`src/rtl/mmio_pkg.sv`:
```
// Shared register map and duty layout for the memory-mapped LED/RGB PWM peripheral.
package mmio_pkg;

  localparam logic [3:0] DUTY_OFS     = 4'h0;
  localparam logic [3:0] PRESCALE_OFS = 4'h4;
  localparam logic [3:0] MS_OFS       = 4'h8;
  localparam logic [3:0] US_OFS       = 4'hC;

  typedef struct packed {
    logic [7:0] blue;
    logic [7:0] green;
    logic [7:0] red;
    logic [7:0] led;
  } duty_t;

  function automatic logic [31:0] be_merge(input logic [31:0] old_val,
                                           input logic [31:0] new_val,
                                           input logic [3:0]  be);
    logic [31:0] r;
    r = old_val;
    for (int unsigned i = 0; i < 4; i++) begin
      if (be[i]) r[8*i +: 8] = new_val[8*i +: 8];
    end
    return r;
  endfunction

endpackage

```
`src/rtl/pwm_channel.sv`:
```
// One PWM comparator: the channel is on while the shared counter is below its duty.
module pwm_channel (
  input  logic [7:0] pwm_cnt,
  input  logic [7:0] duty,
  output logic       on
);

  always_comb begin
    on = (pwm_cnt < duty);
  end

endmodule

```
`src/rtl/mmio_led_pwm.sv`:
```
// LED/RGB PWM peripheral on the processor data bus, with free-running us/ms time base.
module mmio_led_pwm
  import mmio_pkg::*;
#(
  parameter int unsigned CLK_HZ     = 12_000_000,
  parameter bit          ACTIVE_LOW = 1'b1
) (
  input  logic        clk,
  input  logic        rst_n,
  input  logic        req_valid,
  input  logic        req_we,
  input  logic [3:0]  req_addr,
  input  logic [31:0] req_wdata,
  input  logic [3:0]  req_be,
  output logic        resp_valid,
  output logic [31:0] resp_rdata,
  output logic        led,
  output logic        red,
  output logic        green,
  output logic        blue
);

  localparam int unsigned US_DIV  = CLK_HZ / 1_000_000;
  localparam int unsigned DIV_W   = (US_DIV > 1) ? $clog2(US_DIV) : 1;
  localparam logic [DIV_W-1:0] US_LAST = DIV_W'(US_DIV - 1);
  localparam logic [9:0] MS_LAST  = 10'd999;

  duty_t             shadow_q, shadow_d;
  duty_t             active_q, active_d;
  logic [15:0]       prescale_q, prescale_d;
  logic [15:0]       pre_cnt_q, pre_cnt_d;
  logic [7:0]        pwm_cnt_q, pwm_cnt_d;
  logic [DIV_W-1:0]  us_div_q, us_div_d;
  logic [9:0]        ms_div_q, ms_div_d;
  logic [31:0]       us_cnt_q, us_cnt_d;
  logic [31:0]       ms_cnt_q, ms_cnt_d;
  logic              resp_valid_q, resp_valid_d;
  logic [31:0]       resp_rdata_q, resp_rdata_d;

  logic [3:0]  word_ofs;
  logic        wr_duty, wr_pre, rd_req;
  logic        tick, wrap, us_tick, ms_tick;
  logic [31:0] rd_word;
  logic        unused_addr_lsb;
  logic        led_on, red_on, green_on, blue_on;

  always_comb begin
    unused_addr_lsb = ^req_addr[1:0];
    word_ofs = {req_addr[3:2], 2'b00};
    wr_duty  = req_valid && req_we && (word_ofs == DUTY_OFS);
    wr_pre   = req_valid && req_we && (word_ofs == PRESCALE_OFS);
    rd_req   = req_valid && !req_we;

    // tick and wrap use pre-store state, so a same-cycle PRESCALE store keeps its
    // tick and a same-cycle DUTY store misses this wrap
    tick    = (pre_cnt_q == prescale_q);
    wrap    = tick && (pwm_cnt_q == 8'hFF);
    us_tick = (us_div_q == US_LAST);
    ms_tick = us_tick && (ms_div_q == MS_LAST);

    shadow_d = wr_duty ? duty_t'(be_merge(shadow_q, req_wdata, req_be)) : shadow_q;
    active_d = wrap ? shadow_q : active_q;

    prescale_d = prescale_q;
    if (wr_pre) begin
      if (req_be[0]) prescale_d[7:0]  = req_wdata[7:0];
      if (req_be[1]) prescale_d[15:8] = req_wdata[15:8];
    end

    if (wr_pre || tick) pre_cnt_d = '0;
    else                pre_cnt_d = pre_cnt_q + 16'd1;
    pwm_cnt_d = tick ? pwm_cnt_q + 8'd1 : pwm_cnt_q;

    us_div_d = us_tick ? '0 : us_div_q + DIV_W'(1);
    ms_div_d = ms_div_q;
    if (us_tick) ms_div_d = ms_tick ? '0 : ms_div_q + 10'd1;
    us_cnt_d = us_cnt_q + 32'(us_tick);
    ms_cnt_d = ms_cnt_q + 32'(ms_tick);

    case (word_ofs)
      DUTY_OFS:     rd_word = shadow_q;
      PRESCALE_OFS: rd_word = {16'h0000, prescale_q};
      MS_OFS:       rd_word = ms_cnt_q;
      US_OFS:       rd_word = us_cnt_q;
      default:      rd_word = '0;
    endcase
    resp_valid_d = rd_req;
    resp_rdata_d = rd_req ? rd_word : '0;
  end

  always_ff @(posedge clk or negedge rst_n) begin
    if (!rst_n) begin
      shadow_q     <= '0;
      active_q     <= '0;
      prescale_q   <= '0;
      pre_cnt_q    <= '0;
      pwm_cnt_q    <= '0;
      us_div_q     <= '0;
      ms_div_q     <= '0;
      us_cnt_q     <= '0;
      ms_cnt_q     <= '0;
      resp_valid_q <= 1'b0;
      resp_rdata_q <= '0;
    end else begin
      shadow_q     <= shadow_d;
      active_q     <= active_d;
      prescale_q   <= prescale_d;
      pre_cnt_q    <= pre_cnt_d;
      pwm_cnt_q    <= pwm_cnt_d;
      us_div_q     <= us_div_d;
      ms_div_q     <= ms_div_d;
      us_cnt_q     <= us_cnt_d;
      ms_cnt_q     <= ms_cnt_d;
      resp_valid_q <= resp_valid_d;
      resp_rdata_q <= resp_rdata_d;
    end
  end

  pwm_channel u_led   (.pwm_cnt(pwm_cnt_q), .duty(active_q.led),   .on(led_on));
  pwm_channel u_red   (.pwm_cnt(pwm_cnt_q), .duty(active_q.red),   .on(red_on));
  pwm_channel u_green (.pwm_cnt(pwm_cnt_q), .duty(active_q.green), .on(green_on));
  pwm_channel u_blue  (.pwm_cnt(pwm_cnt_q), .duty(active_q.blue),  .on(blue_on));

  always_comb begin
    resp_valid = resp_valid_q;
    resp_rdata = resp_rdata_q;
    led        = led_on   ^ ACTIVE_LOW;
    red        = red_on   ^ ACTIVE_LOW;
    green      = green_on ^ ACTIVE_LOW;
    blue       = blue_on  ^ ACTIVE_LOW;
  end

endmodule

```
`config.mk`:
```
export PLATFORM = sky130hd
export DESIGN_NAME = mmio_led_pwm
export DESIGN_NICKNAME = d
export VERILOG_FILES = /design/src/rtl/mmio_pkg.sv /design/src/rtl/pwm_channel.sv /design/src/rtl/mmio_led_pwm.sv
export SDC_FILE = /design/constraint.sdc
export NUM_CORES = 1
export LEC_CHECK = 0
export CAP_MARGIN = 20
export CORE_ASPECT_RATIO = 1.4
export CORE_UTILIZATION = 34
export CTS_BUF_LIST = sky130_fd_sc_hd__clkbuf_16
export CTS_CLUSTER_SIZE = 12
export DETAILED_ROUTE_END_ITERATION = 8
export HOLD_SLACK_MARGIN = 0.12
export SETUP_SLACK_MARGIN = 0.4
export SYNTH_ARGS = -nofsm -noshare
export SYNTH_HDL_FRONTEND = slang
export SYNTH_SLANG_ARGS = --single-unit
```
`constraint.sdc`:
```
create_clock -name clk -period 3.3 [get_ports clk]
set_clock_uncertainty 0.05 [all_clocks]
set_input_delay 0.495 -clock clk [delete_from_list [all_inputs] [get_ports clk]]
set_output_delay 0.495 -clock clk [all_outputs]
set_load 0.01 [all_outputs]
```
=== After elaboration in Yosys (flattened, before gate mapping) ===
Cells that the tools add are included.
W data, S select, Z words.

* Memories: 0
* Output and inout bits: 37
* Input port bits: 44
* Register bits after elaboration: 215
* Bits in latches: 0
* Bits in read-only memories: 0
* Bits in writable memories: 0
* Word-level logic and storage cells: 59

* Bitwise logic cells: 4
* Shift operators: 0
* Equal/unequal tests: 7
* Multiply operators: 0
* Magnitude comparators: 4
* Div/mod/pow operators: 0
* Add/sub/neg operators: 6
* Reductions and logical operators: 15
* Mux-type cells: 5

{| class="wikitable"
|+ Operators by type and width
! operator !! count
|-
| $pmux W32 S4 || 1
|-
| $add A32 B1 Y32 || 2
|-
| $lt A8 B8 Y1 || 4
|-
| $mux W32 || 1
|-
| $add A16 B1 Y16 const B || 1
|-
| $eq A16 B16 Y1 || 1
|-
| $mux W16 || 1
|-
| $reduce_and A2 Y1 || 6
|-
| $add A10 B1 Y10 const B || 1
|-
| $eq A10 B10 Y1 const B || 1
|-
| $mux W10 || 1
|-
| $add A8 B1 Y8 const B || 1
|-
| $eq A8 B8 Y1 const B || 1
|-
| $logic_and A1 B1 Y1 || 6
|-
| $add A4 B1 Y4 const B || 1
|-
| $eq A2 B2 Y1 const B || 2
|-
| $eq A4 B4 Y1 const B || 1
|-
| $mux W4 || 1
|-
| $not A1 Y1 || 4
|-
| $eq A2 B1 Y1 const B || 1
|-
| $logic_not A2 Y1 || 1
|-
| $logic_not A1 Y1 || 1
|-
| $logic_or A1 B1 Y1 || 1
|}

=== Depth between registers and ports, before layout ===
* Depth in word-level cells: 4
* Depth in mapped cells: 11
* Gate-level depth less buffers: 11

=== Cells and area by module ===
Synthesis repeated with hierarchy kept, for this count alone.

* Cell total of the unflattened synthesis: 827
* Area, all modules: 10,143.5 µm²

{| class="wikitable"
|+ Modules (own cells, without submodules)
! module !! instances !! area an instance (µm²) !! sequential area each (µm²) !! cells an instance
|-
| mmio_led_pwm || 1 || 9,437.8 || 5,380.2 || 727
|-
| pwm_channel || 4 || 176.4 || 0.0 || 25
|}

=== Worst setup path after synthesis ===
OpenSTA, ideal clock, no wires.

* Kind: flip-flop to flip-flop
* Start: register us_div_q[0]
* End: register ms_cnt_q[12]
* Library setup time: 123 ps
* Clock period less this slack: 2,729 ps
* Cell stages (with the launch flop): 12
* Data required time: 3,127 ps
* Path buffers: 0
* Arrival: 2,556 ps
* Slack: 571 ps
* Cell sequence: dfrtp_1 -> ha_1 -> nand3b_1 -> inv_1 -> nand3_1 -> nor4_2 -> ha_1 -> ha_1 -> nand3_1 -> nor2_1 -> nand4_1 -> xnor2_1

* Cells in the longest elaborated chain, start to end: 3

{| class="wikitable"
|+ Ends and longest elaborated chain
! item !! line !! text
|-
| start, declared || mmio_led_pwm.sv:33 || <nowiki>logic [DIV_W-1:0] us_div_q, us_div_d;</nowiki>
|-
| start signal, assigned || mmio_led_pwm.sv:110 || <nowiki>us_div_q <= us_div_d;</nowiki>
|-
| $eq A4 B4 Y1 || mmio_led_pwm.sv:58 || <nowiki>us_tick = (us_div_q == US_LAST);</nowiki>
|-
| $logic_and A1 B1 Y1 || mmio_led_pwm.sv:59 || <nowiki>ms_tick = us_tick && (ms_div_q == MS_LAST);</nowiki>
|-
| $add A32 B1 Y32 || mmio_led_pwm.sv:78 || <nowiki>ms_cnt_d = ms_cnt_q + 32'(ms_tick);</nowiki>
|-
| net ms_cnt_d[12] || mmio_led_pwm.sv:36 || <nowiki>logic [31:0] ms_cnt_q, ms_cnt_d;</nowiki>
|-
| end signal, assigned || mmio_led_pwm.sv:113 || <nowiki>ms_cnt_q <= ms_cnt_d;</nowiki>
|-
| end, declared || mmio_led_pwm.sv:36 ||
|}

The timed path passes the listed nets, and every way through them passes these cells.
A chain may end at the register's enable or synchronous reset.

=== Final worst setup path ===
* Start: register pwm_cnt_q[5]
* End: output port green

* Cells in the longest elaborated chain, start to end: 2

{| class="wikitable"
|+ Ends and longest elaborated chain
! item !! line !! text
|-
| start, declared || mmio_led_pwm.sv:32 || <nowiki>logic [7:0] pwm_cnt_q, pwm_cnt_d;</nowiki>
|-
| start signal, assigned || mmio_led_pwm.sv:109 || <nowiki>pwm_cnt_q <= pwm_cnt_d;</nowiki>
|-
| $lt A8 B8 Y1 || pwm_channel.sv:9 || <nowiki>on = (pwm_cnt < duty);</nowiki>
|-
| $not A1 Y1 (no source line) || - ||
|-
| end, declared || mmio_led_pwm.sv:19 || <nowiki>output logic green,</nowiki>
|}

Every way passes these cells.

==> results.sh <==
export IMPL_path_cells="buf_12, ha_1, a2111oi_4, nand2_1, o21ai_0, a31oi_1, clkdlybuf4s15_1"
export IMPL_crit_required_ns=2.75
export IMPL_core_sq_mm=0.02935
export IMPL_insertion_delay_ns=0.51
export IMPL_drc=0
export IMPL_clk_pin_slew_ns=0.06
export IMPL_slew_headroom=0.5429
export IMPL_min_from="us_div_q[0]"
export IMPL_hpwl_mm=16.63
export IMPL_first_pass_iters=4
export IMPL_cts_sinks=215
export IMPL_synth_seq_cells=215
export IMPL_path_delay_family="compound AO/OA/AOI/OAI gates"
export IMPL_ys_async_sr_fraction=1.000
export IMPL_yosys_area_top_type="dfrtp_1"
export IMPL_yosysUniqueCellTypes=39
export IMPL_period_share=0.8383
export IMPL_fmax_ghz=0.3615
export IMPL_rr_startpoint="us_div_q[0]"
export IMPL_yosys_warnings=0
export IMPL_vias=6428
export IMPL_ioPinCount=81
export IMPL_synth_common_cells="dfrtp_1 (215), xnor2_1 (75), mux2_2 (66)"
export IMPL_powerDensity_mw_per_mm2=490.4
export IMPL_dieArea_sq_mm=0.03063
export IMPL_grt_pass1_wl_mm=36.39
export IMPL_wl_per_cell_um=17.45
export IMPL_slew_viol_final=0
export IMPL_ys_seq_area_frac=0.5288
export IMPL_hp_class="reg -> reg"
export IMPL_diodes=0
export IMPL_cpPeakStageDelay_ns=0.43
export IMPL_startpoint_type="flop"
export IMPL_wl_mm=23.04
export IMPL_grt_usage=0.1543
export IMPL_layout_min_cycle_time_ns=2.766
export IMPL_drtIter0Drc=213
export IMPL_synth_edf_count=0
export IMPL_ir_drop_v=0.0003127
export IMPL_drive_gt1_frac=0.1872
export IMPL_rsz0062_at_grt="false"
export IMPL_port_buffer_count=78
export IMPL_cts_inserted_buffers=23
export IMPL_antenna_found_initial=0
export IMPL_num_rows=74
export IMPL_viasPerCell=4.870
export IMPL_die_w_um=148.2
export IMPL_cts_buffer_depth=3
export IMPL_nets=1008
export IMPL_synth_net_count=905
export IMPL_maxCapViolCount=0
export IMPL_avgSynthCellArea_sq_um=12.33
export IMPL_gp_congestion=0.7678
export IMPL_h_tree_depth=1
export IMPL_status="finished, final reports clean"
export IMPL_first_global_vias=6568
export IMPL_cts_root_buf="clkbuf_16"
export IMPL_cts_tree="yes"
export IMPL_globalRouteOverflowTotal=0
export IMPL_synth_area_leaders="dfrtp_1 (53%), mux2_2 (7.3%), xnor2_1 (6.5%)"
export IMPL_arrival_ns=2.22
export IMPL_leakagePower_nw=5.518
export IMPL_grt_max_degree=78
export IMPL_hold_viol_final=0
export IMPL_path_buf_inv=2
export IMPL_initial_utilization=0.3467
export IMPL_yosys_area_top_type_share=0.5288
export IMPL_timing_hold_ws_ns=0.4124
export IMPL_fillerInstances=2749
export IMPL_die_h_um=206.7
export IMPL_syn_inst=825
export IMPL_cp_max_fo=6
export IMPL_critPathSlowestCell="dfrtp_2"
export IMPL_setup_tns_final_ns=0
export IMPL_crit_path_start="pwm_cnt_q[5]"
export IMPL_synth_ff_type="dfrtp_1"
export IMPL_synthesis_area_sq_mm=0.01017
export IMPL_worst_pin_slew_ns=0.6805
export IMPL_setup_violations=0
export IMPL_crit_type="reg -> out"
export IMPL_drt_antenna_violating_nets=0
export IMPL_area_delta_synth_final_pct=20.31
export IMPL_yosysMostFrequentCell="dfrtp_1"
export IMPL_worst_setup_path_end_kind="output port"
==> report_power, final <==
part           internal, mW  leakage (nW)  total (mW)  switching [mW]
sequential             2.83          2.89        3.07           0.234
clock                  1.33         0.355        2.33            1.00
combinational         0.354          2.28       0.607           0.253
total                  4.51          5.52        6.00            1.49
==> area by class of cell <==
cell class / instances / area [sq um] / share of cell area
clock buffer: 23 / 575.6 / 0.04702
tap: 380 / 475.5 / 0.03884
multi-input combinational: 551 / 4628 / 0.3781
timing repair buffer: 97 / 945.9 / 0.07727
sequential: 215 / 5384 / 0.4398
clock inverter: 14 / 82.58 / 0.006746
inverter: 40 / 150.1 / 0.01226
==> metal layers <==
| metal | routed length, um | vias to the layer above | track usage |
|---|---|---|---|
| met2 | 11700 | 99 | 0.2740 |
| li1 | - | 3062 | - |
| met3 | 809 | 30 | 0.01560 |
| met5 | 0 | - | 0 |
| met1 | 10060 | 3237 | 0.1989 |
| met4 | 463 | 0 | 0.04345 |
==> registers in the layout, summed over array words and instances (netlist names) <==
| name | flops |
|---|---|
| pwm_cnt_q | 8 |
| us_div_q | 4 |
| pre_cnt_q | 16 |
| shadow_q | 32 |
| resp_rdata | 32 |
| ms_cnt_q | 32 |
| prescale_q | 16 |
| us_cnt_q | 32 |
| ms_div_q | 10 |
| active_q | 32 |
| resp_valid | 1 |
==> what timing repair did <==
| item | in CTS | in global routing |
|---|---|---|
| endpoints found under the hold margin | 73 | 0 |
| endpoints found under the setup margin | 9 | 30 |
| pin swaps | 0 | 3 |
| resized for setup | 18 | 10 |
| buffers inserted | 2 | 2 |
| hold buffers | 1 | 0 |
==> through the flow <==
step	utilization	setup WS, ns	area, sq um	cells	power (mW)
finish	0.4171	0.5337	12240	1320	6.003
CTS	0.4158	0.4052	12200	1318	6.084
floorplan	-	0.5712	10170	825	3.411
detailed placement	0.3902	0.3143	11450	1278	3.729
global route	0.4171	0.4242	12240	1320	6.266
global placement	0.3898	0.3719	11440	1277	3.717
==> cell families (layout without fill, tap and decap cells) <==
| family | after synthesis | count (layout) | share of synthesized area |
|---|---|---|---|
| and+or+nand+nor | 251 | 251 | 0.1291 |
| DFF | 215 | 215 | 0.5288 |
| muxes | 112 | 112 | 0.1527 |
| xor gates and xnor gates | 105 | 105 | 0.09038 |
| buffers and inverters | 59 | 174 | 0.02447 |
| AOI/OAI and AO/OA | 47 | 47 | 0.03025 |
| adders and majority gates | 36 | 36 | 0.04427 |
==> placed cells by master (no fill, tap or decap), types with 30 or more instances in the layout <==
master	synthesis	routed
dfrtp_1	215	212
xnor2_1	75	75
clkdlybuf4s50_1	0	72
mux2_2	66	66
nand2_1	57	57
nor2_1	57	55
inv_1	40	47
ha_1	36	35
nand3_1	30	30
xor2_1	30	30
mux2_4	30	30
==> worst paths after layout <==
kind | endpoint | cells past startpoint | slack (ns)
setup / recovery | green | 7 | 0.53
hold / removal | us_div_q[0] | 1 | 0.41
hold reg to reg | us_div_q[0] | 1 | 0.41
max in group asynchronous | prescale_q[15] | 3 | 1.79
min in group asynchronous | resp_rdata[28] | 2 | 0.50
setup reg to reg | ms_cnt_q[12] | 11 | 0.64
Note: power is estimated with default switching activity, not from simulation.
